File: src/rtl/vga_timing_ctrl.sv
// ---------------------------------------------------------------------------
// vga_timing_ctrl
// Configuration controller for the HDMI/VGA timing generator.
// The host writes timing values into shadow registers. A commit validates the
// shadow set, waits for the next vertical-sync start (or a timeout), then
// copies the set into the live registers atomically. After that it holds the
// generator in reset for RST_CYCLES cycles, so a mode change never produces a
// torn frame.
//
// Ports:
//   clk          pixel clock, same clock as the generator
//   reset_n      asynchronous active-low reset
//   cfg_wr       shadow write strobe; cfg_addr selects the register, cfg_wdata is the value
//                (0..7 = h_total,h_sync,h_start,h_end,v_total,v_sync,v_start,v_end)
//   cfg_commit   request to validate and apply the shadow set
//   vga_vs       generator vsync, active-low
//   gen_reset_n  active-low reset to the generator
//   h_*/v_*      live timing values (12 bit)
//   v_active_*   derived quarter lines of the active area
//   cfg_busy     apply in progress
//   cfg_done     one-cycle pulse when an apply completes
//   cfg_err      one-cycle pulse when a commit is rejected
//   cfg_timeout  sticky; set when the last apply was forced by the vsync timeout
// ---------------------------------------------------------------------------
module vga_timing_ctrl #(
  parameter int unsigned RST_CYCLES = 16,
  parameter int unsigned TIMEOUT_W  = 24
) (
  input  logic        clk,
  input  logic        reset_n,
  input  logic        cfg_wr,
  input  logic [2:0]  cfg_addr,
  input  logic [11:0] cfg_wdata,
  input  logic        cfg_commit,
  input  logic        vga_vs,
  output logic        gen_reset_n,
  output logic [11:0] h_total,
  output logic [11:0] h_sync,
  output logic [11:0] h_start,
  output logic [11:0] h_end,
  output logic [11:0] v_total,
  output logic [11:0] v_sync,
  output logic [11:0] v_start,
  output logic [11:0] v_end,
  output logic [11:0] v_active_14,
  output logic [11:0] v_active_24,
  output logic [11:0] v_active_34,
  output logic        cfg_busy,
  output logic        cfg_done,
  output logic        cfg_err,
  output logic        cfg_timeout
);

  typedef enum logic [1:0] {
    S_IDLE    = 2'd0,
    S_WAIT_VS = 2'd1,
    S_HOLD    = 2'd2
  } state_t;

  localparam logic [7:0] HOLD_LAST = 8'(RST_CYCLES - 1);

  // Reset defaults for the register set (1080p60).
  function automatic logic [11:0] default_val(input logic [2:0] idx);
    logic [11:0] v;
    case (idx)
      3'd0:    v = 12'd2199;
      3'd1:    v = 12'd43;
      3'd2:    v = 12'd189;
      3'd3:    v = 12'd2109;
      3'd4:    v = 12'd1124;
      3'd5:    v = 12'd4;
      3'd6:    v = 12'd40;
      3'd7:    v = 12'd1120;
      default: v = 12'd0;
    endcase
    return v;
  endfunction

  // A set is usable only if sync < start < end <= total on both axes.
  // Each total must also be at least 2.
  function automatic logic set_valid(input logic [11:0] ht, input logic [11:0] hs,
                                     input logic [11:0] hst, input logic [11:0] he,
                                     input logic [11:0] vt, input logic [11:0] vs,
                                     input logic [11:0] vst, input logic [11:0] ve);
    return (hs < hst) && (hst < he) && (he <= ht) &&
           (vs < vst) && (vst < ve) && (ve <= vt) &&
           (ht >= 12'd2) && (vt >= 12'd2);
  endfunction

  state_t                r_state;
  state_t                w_nxt_state;
  logic [7:0]            r_hold_cnt;
  logic [7:0]            w_nxt_hold_cnt;
  logic [TIMEOUT_W-1:0]  r_to_cnt;
  logic [TIMEOUT_W-1:0]  w_nxt_to_cnt;
  logic                  r_vs_d;
  logic [11:0]           r_shadow [0:7];
  logic [11:0]           r_live   [0:7];
  logic [11:0]           r_q14;
  logic [11:0]           r_q24;
  logic [11:0]           r_q34;
  logic                  r_gen_reset_n;
  logic                  r_busy;
  logic                  r_done;
  logic                  r_err;
  logic                  r_timeout;

  logic                  w_nxt_gen_reset_n;
  logic                  w_nxt_busy;
  logic                  w_nxt_done;
  logic                  w_nxt_err;
  logic                  w_nxt_timeout;
  logic                  w_load_live;
  logic                  w_sync_start;
  logic                  w_to_expired;
  logic                  w_valid;
  logic [11:0]           w_len;
  logic [11:0]           w_q14;
  logic [11:0]           w_q24;
  logic [11:0]           w_q34;

  assign w_sync_start = r_vs_d & ~vga_vs;
  assign w_to_expired = &r_to_cnt;
  assign w_valid      = set_valid(r_shadow[0], r_shadow[1], r_shadow[2], r_shadow[3],
                                  r_shadow[4], r_shadow[5], r_shadow[6], r_shadow[7]);

  // Quarter lines of the active vertical area, computed from the shadow set being applied.
  assign w_len = r_shadow[7] - r_shadow[6];
  assign w_q14 = r_shadow[6] + (w_len >> 2);
  assign w_q24 = r_shadow[6] + (w_len >> 1);
  assign w_q34 = r_shadow[6] + (w_len >> 1) + (w_len >> 2);

  // FSM state register.
  always_ff @(posedge clk or negedge reset_n) begin
    if (!reset_n) begin
      r_state <= S_HOLD;
    end else begin
      r_state <= w_nxt_state;
    end
  end

  // Next-state and next-value logic for counters and status flags.
  always_comb begin
    w_nxt_state       = r_state;
    w_nxt_hold_cnt    = r_hold_cnt;
    w_nxt_to_cnt      = r_to_cnt;
    w_nxt_gen_reset_n = r_gen_reset_n;
    w_nxt_busy        = r_busy;
    w_nxt_done        = 1'b0;
    w_nxt_err         = 1'b0;
    w_nxt_timeout     = r_timeout;
    w_load_live       = 1'b0;
    case (r_state)
      S_IDLE: begin
        if (cfg_commit) begin
          if (w_valid) begin
            w_nxt_state   = S_WAIT_VS;
            w_nxt_busy    = 1'b1;
            w_nxt_to_cnt  = '0;
            w_nxt_timeout = 1'b0;
          end else begin
            w_nxt_err = 1'b1;
          end
        end else begin
          w_nxt_state = S_IDLE;
        end
      end
      S_WAIT_VS: begin
        if (w_sync_start || w_to_expired) begin
          w_nxt_state       = S_HOLD;
          w_nxt_hold_cnt    = 8'd0;
          w_nxt_gen_reset_n = 1'b0;
          w_load_live       = 1'b1;
          // A real vsync edge takes priority over a simultaneous timeout.
          w_nxt_timeout     = ~w_sync_start;
        end else begin
          w_nxt_to_cnt = r_to_cnt + TIMEOUT_W'(1);
        end
      end
      S_HOLD: begin
        if (r_hold_cnt == HOLD_LAST) begin
          w_nxt_state       = S_IDLE;
          w_nxt_hold_cnt    = 8'd0;
          w_nxt_gen_reset_n = 1'b1;
          w_nxt_busy        = 1'b0;
          w_nxt_done        = 1'b1;
        end else begin
          w_nxt_hold_cnt = r_hold_cnt + 8'd1;
        end
      end
      default: begin
        w_nxt_state       = S_HOLD;
        w_nxt_hold_cnt    = 8'd0;
        w_nxt_gen_reset_n = 1'b0;
        w_nxt_busy        = 1'b1;
      end
    endcase
  end

  // Counters, status flags and the vsync delay register.
  always_ff @(posedge clk or negedge reset_n) begin
    if (!reset_n) begin
      r_hold_cnt    <= 8'd0;
      r_to_cnt      <= '0;
      r_vs_d        <= 1'b1;
      r_gen_reset_n <= 1'b0;
      r_busy        <= 1'b1;
      r_done        <= 1'b0;
      r_err         <= 1'b0;
      r_timeout     <= 1'b0;
    end else begin
      r_hold_cnt    <= w_nxt_hold_cnt;
      r_to_cnt      <= w_nxt_to_cnt;
      r_vs_d        <= vga_vs;
      r_gen_reset_n <= w_nxt_gen_reset_n;
      r_busy        <= w_nxt_busy;
      r_done        <= w_nxt_done;
      r_err         <= w_nxt_err;
      r_timeout     <= w_nxt_timeout;
    end
  end

  // Shadow registers. Host writes are accepted only while no apply is in progress.
  always_ff @(posedge clk or negedge reset_n) begin
    if (!reset_n) begin
      for (int i = 0; i < 8; i++) begin
        r_shadow[i] <= default_val(3'(i));
      end
    end else if (cfg_wr && !r_busy) begin
      r_shadow[cfg_addr] <= cfg_wdata;
    end else begin
      r_shadow[cfg_addr] <= r_shadow[cfg_addr];
    end
  end

  // Live registers and quarter lines. They change only on the apply edge.
  always_ff @(posedge clk or negedge reset_n) begin
    if (!reset_n) begin
      for (int i = 0; i < 8; i++) begin
        r_live[i] <= default_val(3'(i));
      end
      r_q14 <= 12'd310;
      r_q24 <= 12'd580;
      r_q34 <= 12'd850;
    end else if (w_load_live) begin
      for (int i = 0; i < 8; i++) begin
        r_live[i] <= r_shadow[i];
      end
      r_q14 <= w_q14;
      r_q24 <= w_q24;
      r_q34 <= w_q34;
    end else begin
      r_q14 <= r_q14;
      r_q24 <= r_q24;
      r_q34 <= r_q34;
    end
  end

  assign gen_reset_n = r_gen_reset_n;
  assign h_total     = r_live[0];
  assign h_sync      = r_live[1];
  assign h_start     = r_live[2];
  assign h_end       = r_live[3];
  assign v_total     = r_live[4];
  assign v_sync      = r_live[5];
  assign v_start     = r_live[6];
  assign v_end       = r_live[7];
  assign v_active_14 = r_q14;
  assign v_active_24 = r_q24;
  assign v_active_34 = r_q34;
  assign cfg_busy    = r_busy;
  assign cfg_done    = r_done;
  assign cfg_err     = r_err;
  assign cfg_timeout = r_timeout;

endmodule

File: config.mk
export PLATFORM = sky130hd
export DESIGN_NAME = vga_timing_ctrl
export DESIGN_NICKNAME = d
export VERILOG_FILES = /design/src/rtl/vga_timing_ctrl.sv
export SDC_FILE = /design/constraint.sdc
export NUM_CORES = 1
export LEC_CHECK = 0
export CAP_MARGIN = 5
export CORE_ASPECT_RATIO = 0.75
export CORE_MARGIN = 8
export CORE_UTILIZATION = 52
export CTS_BUF_LIST = sky130_fd_sc_hd__clkbuf_16
export CTS_CLUSTER_DIAMETER = 60
export DETAILED_ROUTE_END_ITERATION = 7
export PLACE_DENSITY = 0.79
export SLEW_MARGIN = 10
export SYNTH_ARGS = -nofsm -noshare
export SYNTH_HDL_FRONTEND = slang
export SYNTH_SLANG_ARGS = --single-unit
File: constraint.sdc
create_clock -name clk -period 4 [get_ports clk]
set_input_delay 0.8 -clock clk [delete_from_list [all_inputs] [get_ports clk]]
set_output_delay 0.8 -clock clk [all_outputs]
set_load 0.05 [all_outputs]
* Word level (Yosys, flattened, before mapping) *
Cells that the tools add are included.
W data, S select, Z words.

storage, ports and cells
  logic and storage cells = 117
  output and inout port bits = 137
  bits of input ports = 20
  flip-flop bits (word level) = 268

cells by class
  reductions and logical operators = 20
  equal/unequal tests = 9
  add/sub/neg operators = 6
  mux-type cells = 38
  bitwise gates (word level) = 6
  order comparisons = 10

operators with widths
  operator                 number
  $bwmux W96               2
  $mux W96                 1
  $mux W24                 3
  $lt A12 B12 Y1           4
  $pmux W24 S2             1
  $bmux W12 S3             1
  $demux W12 S3            1
  $mux W12                 3
  $add A12 B10 Y12         2
  $add A24 B1 Y24 const B  1
  $ge A12 B2 Y1 const B    2
  $le A12 B12 Y1           2
  $pmux W8 S3              1
  $reduce_and A24 Y1       1
  $mux W8                  2
  $mux W1                  15
  $add A12 B11 Y12         1
  $reduce_and A4 Y1        3
  $sub A12 B12 Y12         1
  $ne A2 B2 Y1 const B     5
  $logic_and A1 B1 Y1      9
  $add A8 B1 Y8 const B    1
  $eq A8 B4 Y1 const B     1
  $mux W2                  4
  17 further kinds         22

* Logic depth before layout (Yosys ltp) *
  depth in word-level cells = 11
  depth in mapped cells = 21
  mapped depth without buffers = 21

* Worst setup path before layout *
OpenSTA, ideal clock, no wires.

  path kind = reg-to-reg
  start point = reg r_shadow[0] (netlist name)
  end point = reg r_q34[11], in the netlist v_active_34[11]
  cell stages (with the launch flop) = 20
  data arrival time = 4.029 ns
  slack = -0.116 ns
  library setup time = 0.087 ns
  clock period less this slack = 4.116 ns
  data required time = 3.913 ns
  cells stage by stage = dfrtp_1 > inv_1 > ha_1 > inv_1 > fa_1 > a21o_1 > a21oi_1 > o21bai_1 > a21oi_1 > xnor2_1 > ha_1 > o2111ai_1 > nand4b_1 > xor2_1 > ha_1 > or4_1 > a41oi_1 > or3_1 > mux2i_1 > a22oi_1

on the way
  cells in the longest elaborated chain, start to end = 3

RTL lines
  what                               RTL line  source
  from (decl)                        97        logic [11:0] r_shadow [0:7];
  from (signal, indexed assignment)  227       r_shadow[i] <= default_val(3'(i));
  from (signal, indexed assignment)  230       r_shadow[cfg_addr] <= cfg_wdata;
  from (signal, indexed assignment)  232       r_shadow[cfg_addr] <= r_shadow[cfg_addr];
  $sub A12 B12 Y12                   128       assign w_len = r_shadow[7] - r_shadow[6];
  $add A12 B11 Y12                   -
  named net w_q24[6]                 119       logic [11:0] w_q24;
  $add A12 B10 Y12                   131       assign w_q34 = r_shadow[6] + (w_len >> 1) + (w_len >> 2);
  to (signal assigned)               251       r_q34 <= w_q34;
  to (signal assigned)               255       r_q34 <= r_q34;
  to (decl)                          101       logic [11:0] r_q34;

The timed path passes the listed nets, and every way through them passes these cells.
A chain may end at the register's enable or synchronous reset.

* Final worst setup path *
  start point = reg r_shadow[13] (netlist name)
  end point = reg r_q34[11], in the netlist v_active_34[11]

on the way
  cells in the longest elaborated chain, start to end = 3

RTL lines
  what                  RTL line
  $sub A12 B12 Y12      128
  $add A12 B11 Y12 (*)  -
  named net w_q24[8]    119
  $add A12 B10 Y12 (*)  131

Mark *: on every way through the listed nets, which the timed path passes. The rest lies on a longest branch.

==> results by stage <==
Outcome:
- The flow ran to the end, but the final reports show violations.
- The checks that failed: negative setup slack.

Die:
- From bottom edge to top edge, the die measures roughly 160 µm.
- The core region area is around 28,000 µm².
- The number of placement rows is 53.
- The I/O pin count is 157.
- The die covers between 30,000 and 40,000 µm².
- The initial core utilization is 52.3%.
- From left edge to right edge, the die measures around 210 µm.

Cells and area:
- Leaving out fill and tap cells, the most frequent cells in the layout are sky130_fd_sc_hd__nand2_1 (396), sky130_fd_sc_hd__o21ai_0 (214), sky130_fd_sc_hd__dfrtp_1 (187), sky130_fd_sc_hd__clkdlybuf4s50_1 (155), sky130_fd_sc_hd__buf_4 (142).
- The core occupancy in the finished layout is around two thirds.
- The number of antenna diodes in the final layout is 0.
- The register with the highest flop count is r_shadow.
- The number of flip-flops in the largest register is 96.
- The most common cell after layout, fill and taps aside is sky130_fd_sc_hd__nand2_1.
- At the end of the flow, the number of nets in the layout was roughly 2,000.
- From synthesis to final layout, the design area changed by 28.5%.
- Of the cells placed in the final design, the portion with a size suffix greater than 1 is between 10% and 20%.
- The number of filler instances in the final layout is 2,165.
- The final instance area is 18,600 µm².
- In the final layout, the registers with the most flip-flops are r_shadow: 96 flops, r_to_cnt: 24 flops.

Timing:
- The fraction of the cycle the final worst path needs is 103%.
- Setup repair after global routing could not meet its margin everywhere.
- The slew at the pin with the worst max-slew slack is around 1.1 ns.
- The headroom to the max-slew limit is 29.0%.
- The number of failing setup endpoints in the final timing report is 2.
- The slack of the critical path is -0.117 ns.
- The number of max-slew violations in the final report came to 0.
- The routed design could run at a clock period as short as 4.12 ns.
- The number of hold-slack violations in the final timing report came to 0.
- Static timing analysis puts the maximum clock frequency at between 200 and 250 MHz.
- On the final layout, the worst clock skew is ~0.017 ns.

Place:
- Once placement finished, the instance area stood at between 15,000 and 20,000 µm².
- Before CTS, the worst setup slack after placement is -0.194 ns.
- The detailed-placement wirelength estimate is between 30,000 and 40,000 µm.
- Port buffering added roughly 160 buffers.
- The final weighted congestion of routability-driven global placement is 0.955.

Yosys:
- The number of cells produced by synthesis is roughly 1,600.
- Of the synthesized area, sequential elements account for between 40% and 50%.
- The number of distinct library cell variants in the gate-level netlist after synthesis is 63.
- The number of nets in the synthesized netlist is 1,746.
- The flip-flop and latch count after synthesis is 268.
- In this run the cell area of the synthesized design comes to between 10,000 and 15,000 µm².
- Dividing the synthesized area by the synthesized cell count gives about 9 µm².
- For this run, asynchronously set or reset flops after synthesis account for between 90% and 100%.
- The number of flops mapped to enable cells by yosys is 0.
- The most used flip-flop cell after synthesis is sky130_fd_sc_hd__dfrtp_1.
- For this run, the number of Yosys warnings is 0.

Setup path:
- The cell with the biggest individual delay on the critical path is sky130_fd_sc_hd__ha_2.
- The critical path's most frequent cell is sky130_fd_sc_hd__ha_2.
- The worst setup path is captured at a register.
- The worst setup path is launched from a register.
- The family of cells with the greatest summed delay on the critical path is compound AO/OA/AOI/OAI gates.
- The required arrival time at the worst endpoint is between 4 and 5 ns.
- In this run the worst path has a maximum fanout of 4.
- The stage delay of the slowest cell on the critical path is roughly 0.4 ns.
- The critical path goes through inv_2 > ha_1 > nor2b_1 > o31a_1 > buf_4 > o221ai_1 > nor2b_2 > xnor2_1 > ha_2 > o21ai_1 > a41oi_2 > nor2_2 > xnor2_2 > ha_2 > a21o_1 > a41oi_4 > or3_1 > mux2i_1 > a22oi_1.
- Data on the critical path arrives at its endpoint at about 4.5 ns.
- The classification of the worst setup path is register to register.
- The critical path contains buffers and inverters numbering 2 combined.

Global routing:
- The number of antenna violations at the first check in global routing is 0.
- Entering global routing, the biggest net connects 110 pins.
- The wire length of the first global-routing pass is between 70,000 and 80,000 µm.
- Summed over all layers, the global routing overflow is 0.
- Global routing used between 20 and 30% of the available tracks.
- The via count of the first global-routing pass was 12,699.

Clock tree:
- The tree is rooted in a sky130_fd_sc_hd__clkbuf_16.
- The total of hold buffers inserted after clock tree synthesis is 0.
- TritonCTS built the clock tree.
- The clock passes through at most 3 buffers.
- Buffers inserted during clock tree synthesis total 29.
- The clock-pin slew reported for the worst setup and hold paths after clock tree synthesis is around 0.07 ns.
- The number of clock sinks is about 270.
- The clock latency on the worst-skew pair is 0.55 ns.
- In this run the number of H-tree levels came out at 1.

Drt:
- The first-pass detailed-route iteration total is 8.
- Summing over every cut layer, the via total after detailed routing is ~13,000.
- The remaining antenna violation count is 0.
- After detailed routing, the number of vias per cell comes to 5.87.
- In the final routed layout, each cell accounts on average for ~21 µm.
- The remaining design rule violation count is 0.
- For this block, the routed nets add up to between 40,000 and 50,000 µm of wire.
- The detailed router finished its first iteration with about 1,300 violations.

Hold path:
- The path type of the worst min-delay path is primary input to async pin.

Job:
- The tool flagged a number of max-cap violations equal to 0.
worst register-to-register path, delay by kind of cell, from the launching register on:
family,cells,cell delay (ns)
flops,1,0.39
fa+ha+maj,3,1.01
buf+inv,2,0.23
compound gates,7,1.07
simple gates,4,0.86
mux,1,0.13
xor+xnor,2,0.27
layout make-up:
type                       count  area, µm²  area share [%]
clock buffer                  29        726            3.89
clock inverter                24        220            1.18
tap                          357        447            2.40
timing repair buffer         304       2750            14.8
sequential                   268       6810            36.5
inverter                      81        304            1.63
multi-input combinational   1196       7390            39.6
metrics by stage:
stage / hold slack, ns / instances / TNS, ns
3_3_place_gp: 0.451 / 2187 / -0.280
4_1_cts: 0.342 / 2247 / 0
3_5_place_dp: 0.450 / 2187 / -0.488
5_1_grt: 0.351 / 2259 / -0.856
6_report: 0.294 / 2259 / -0.118
2_1_floorplan: 0.445 / 1619 / 0
path summary, 6_finish.rpt:
check                                              end  slack, ns  cells after the start                      from
min in group clk                 h_sync[3]$_DFFE_PN1P_       0.46                      2     h_sync[3]$_DFFE_PN1P_
min                             h_total[6]$_DFFE_PN0P_       0.29                      1                   reset_n
max reg2reg                v_active_34[11]$_DFFE_PN0P_      -0.12                     19  r_shadow[13]$_DFFE_PN0P_
min reg2reg                      h_sync[3]$_DFFE_PN1P_       0.46                      2     h_sync[3]$_DFFE_PN1P_
max in group asynchronous     r_shadow[62]$_DFFE_PN1P_       2.72                      2                   reset_n
max                        v_active_34[11]$_DFFE_PN0P_      -0.12                     19  r_shadow[13]$_DFFE_PN0P_
logic make-up after synthesis:
kind of cell | after synthesis | share of synthesized area [%]
AO/OA/AOI/OAI | 433 | 17.7
multiplexers | 25 | 1.85
flip-flops | 268 | 46.9
AND/OR/NAND/NOR | 596 | 17.7
buffers and inverters | 155 | 4.18
XOR/XNOR | 35 | 2.11
adder cells (fa/ha/maj) | 107 | 9.44
repair_timing:
item	CTS	global route
endpoints found under the setup margin	3	8
pin swaps	22	19
gates resized for setup	28	35
setup buffers	7	12
layer usage:
layer / track usage, % / wire length (µm)
met1: 41.1 / 21500
met2: 40.3 / 20500
met3: 6.35 / 4810
met4: 6.65 / 1170
met5: 0 / 0
cells in the mapped netlist (7+ instances only):
cell type	count	share of area [%]
sky130_fd_sc_hd__nand2_1	397	10
sky130_fd_sc_hd__o21ai_0	227	7.8
sky130_fd_sc_hd__dfrtp_1	188	32
sky130_fd_sc_hd__ha_1	103	8.9
sky130_fd_sc_hd__inv_1	81	2.1
sky130_fd_sc_hd__dfstp_2	80	14
sky130_fd_sc_hd__a21oi_1	59	2.0
sky130_fd_sc_hd__clkbuf_1	54	1.4
sky130_fd_sc_hd__nor2_1	50	1.3
sky130_fd_sc_hd__a21o_1	35	1.8
sky130_fd_sc_hd__nor3_1	33	1.1
sky130_fd_sc_hd__xnor2_1	24	1.4
sky130_fd_sc_hd__nand3_1	21	0.72
sky130_fd_sc_hd__nand4_1	19	0.82
sky130_fd_sc_hd__o22ai_1	18	0.78
sky130_fd_sc_hd__buf_2	17	0.59
sky130_fd_sc_hd__o211ai_1	16	0.83
sky130_fd_sc_hd__mux2_2	15	1.2
sky130_fd_sc_hd__nor2b_1	13	0.56
sky130_fd_sc_hd__or3_1	13	0.56
sky130_fd_sc_hd__nor4_1	11	0.47
sky130_fd_sc_hd__xor2_1	11	0.66
sky130_fd_sc_hd__a22oi_1	10	0.52
sky130_fd_sc_hd__mux2i_1	10	0.69
sky130_fd_sc_hd__and2_1	8	0.35
sky130_fd_sc_hd__nand2b_1	8	0.35
sky130_fd_sc_hd__or2_2	7	0.30
Power is left out: the tool's default activity adds up to more than one toggle a clock period on the data nets, which glitch-free logic cannot reach.
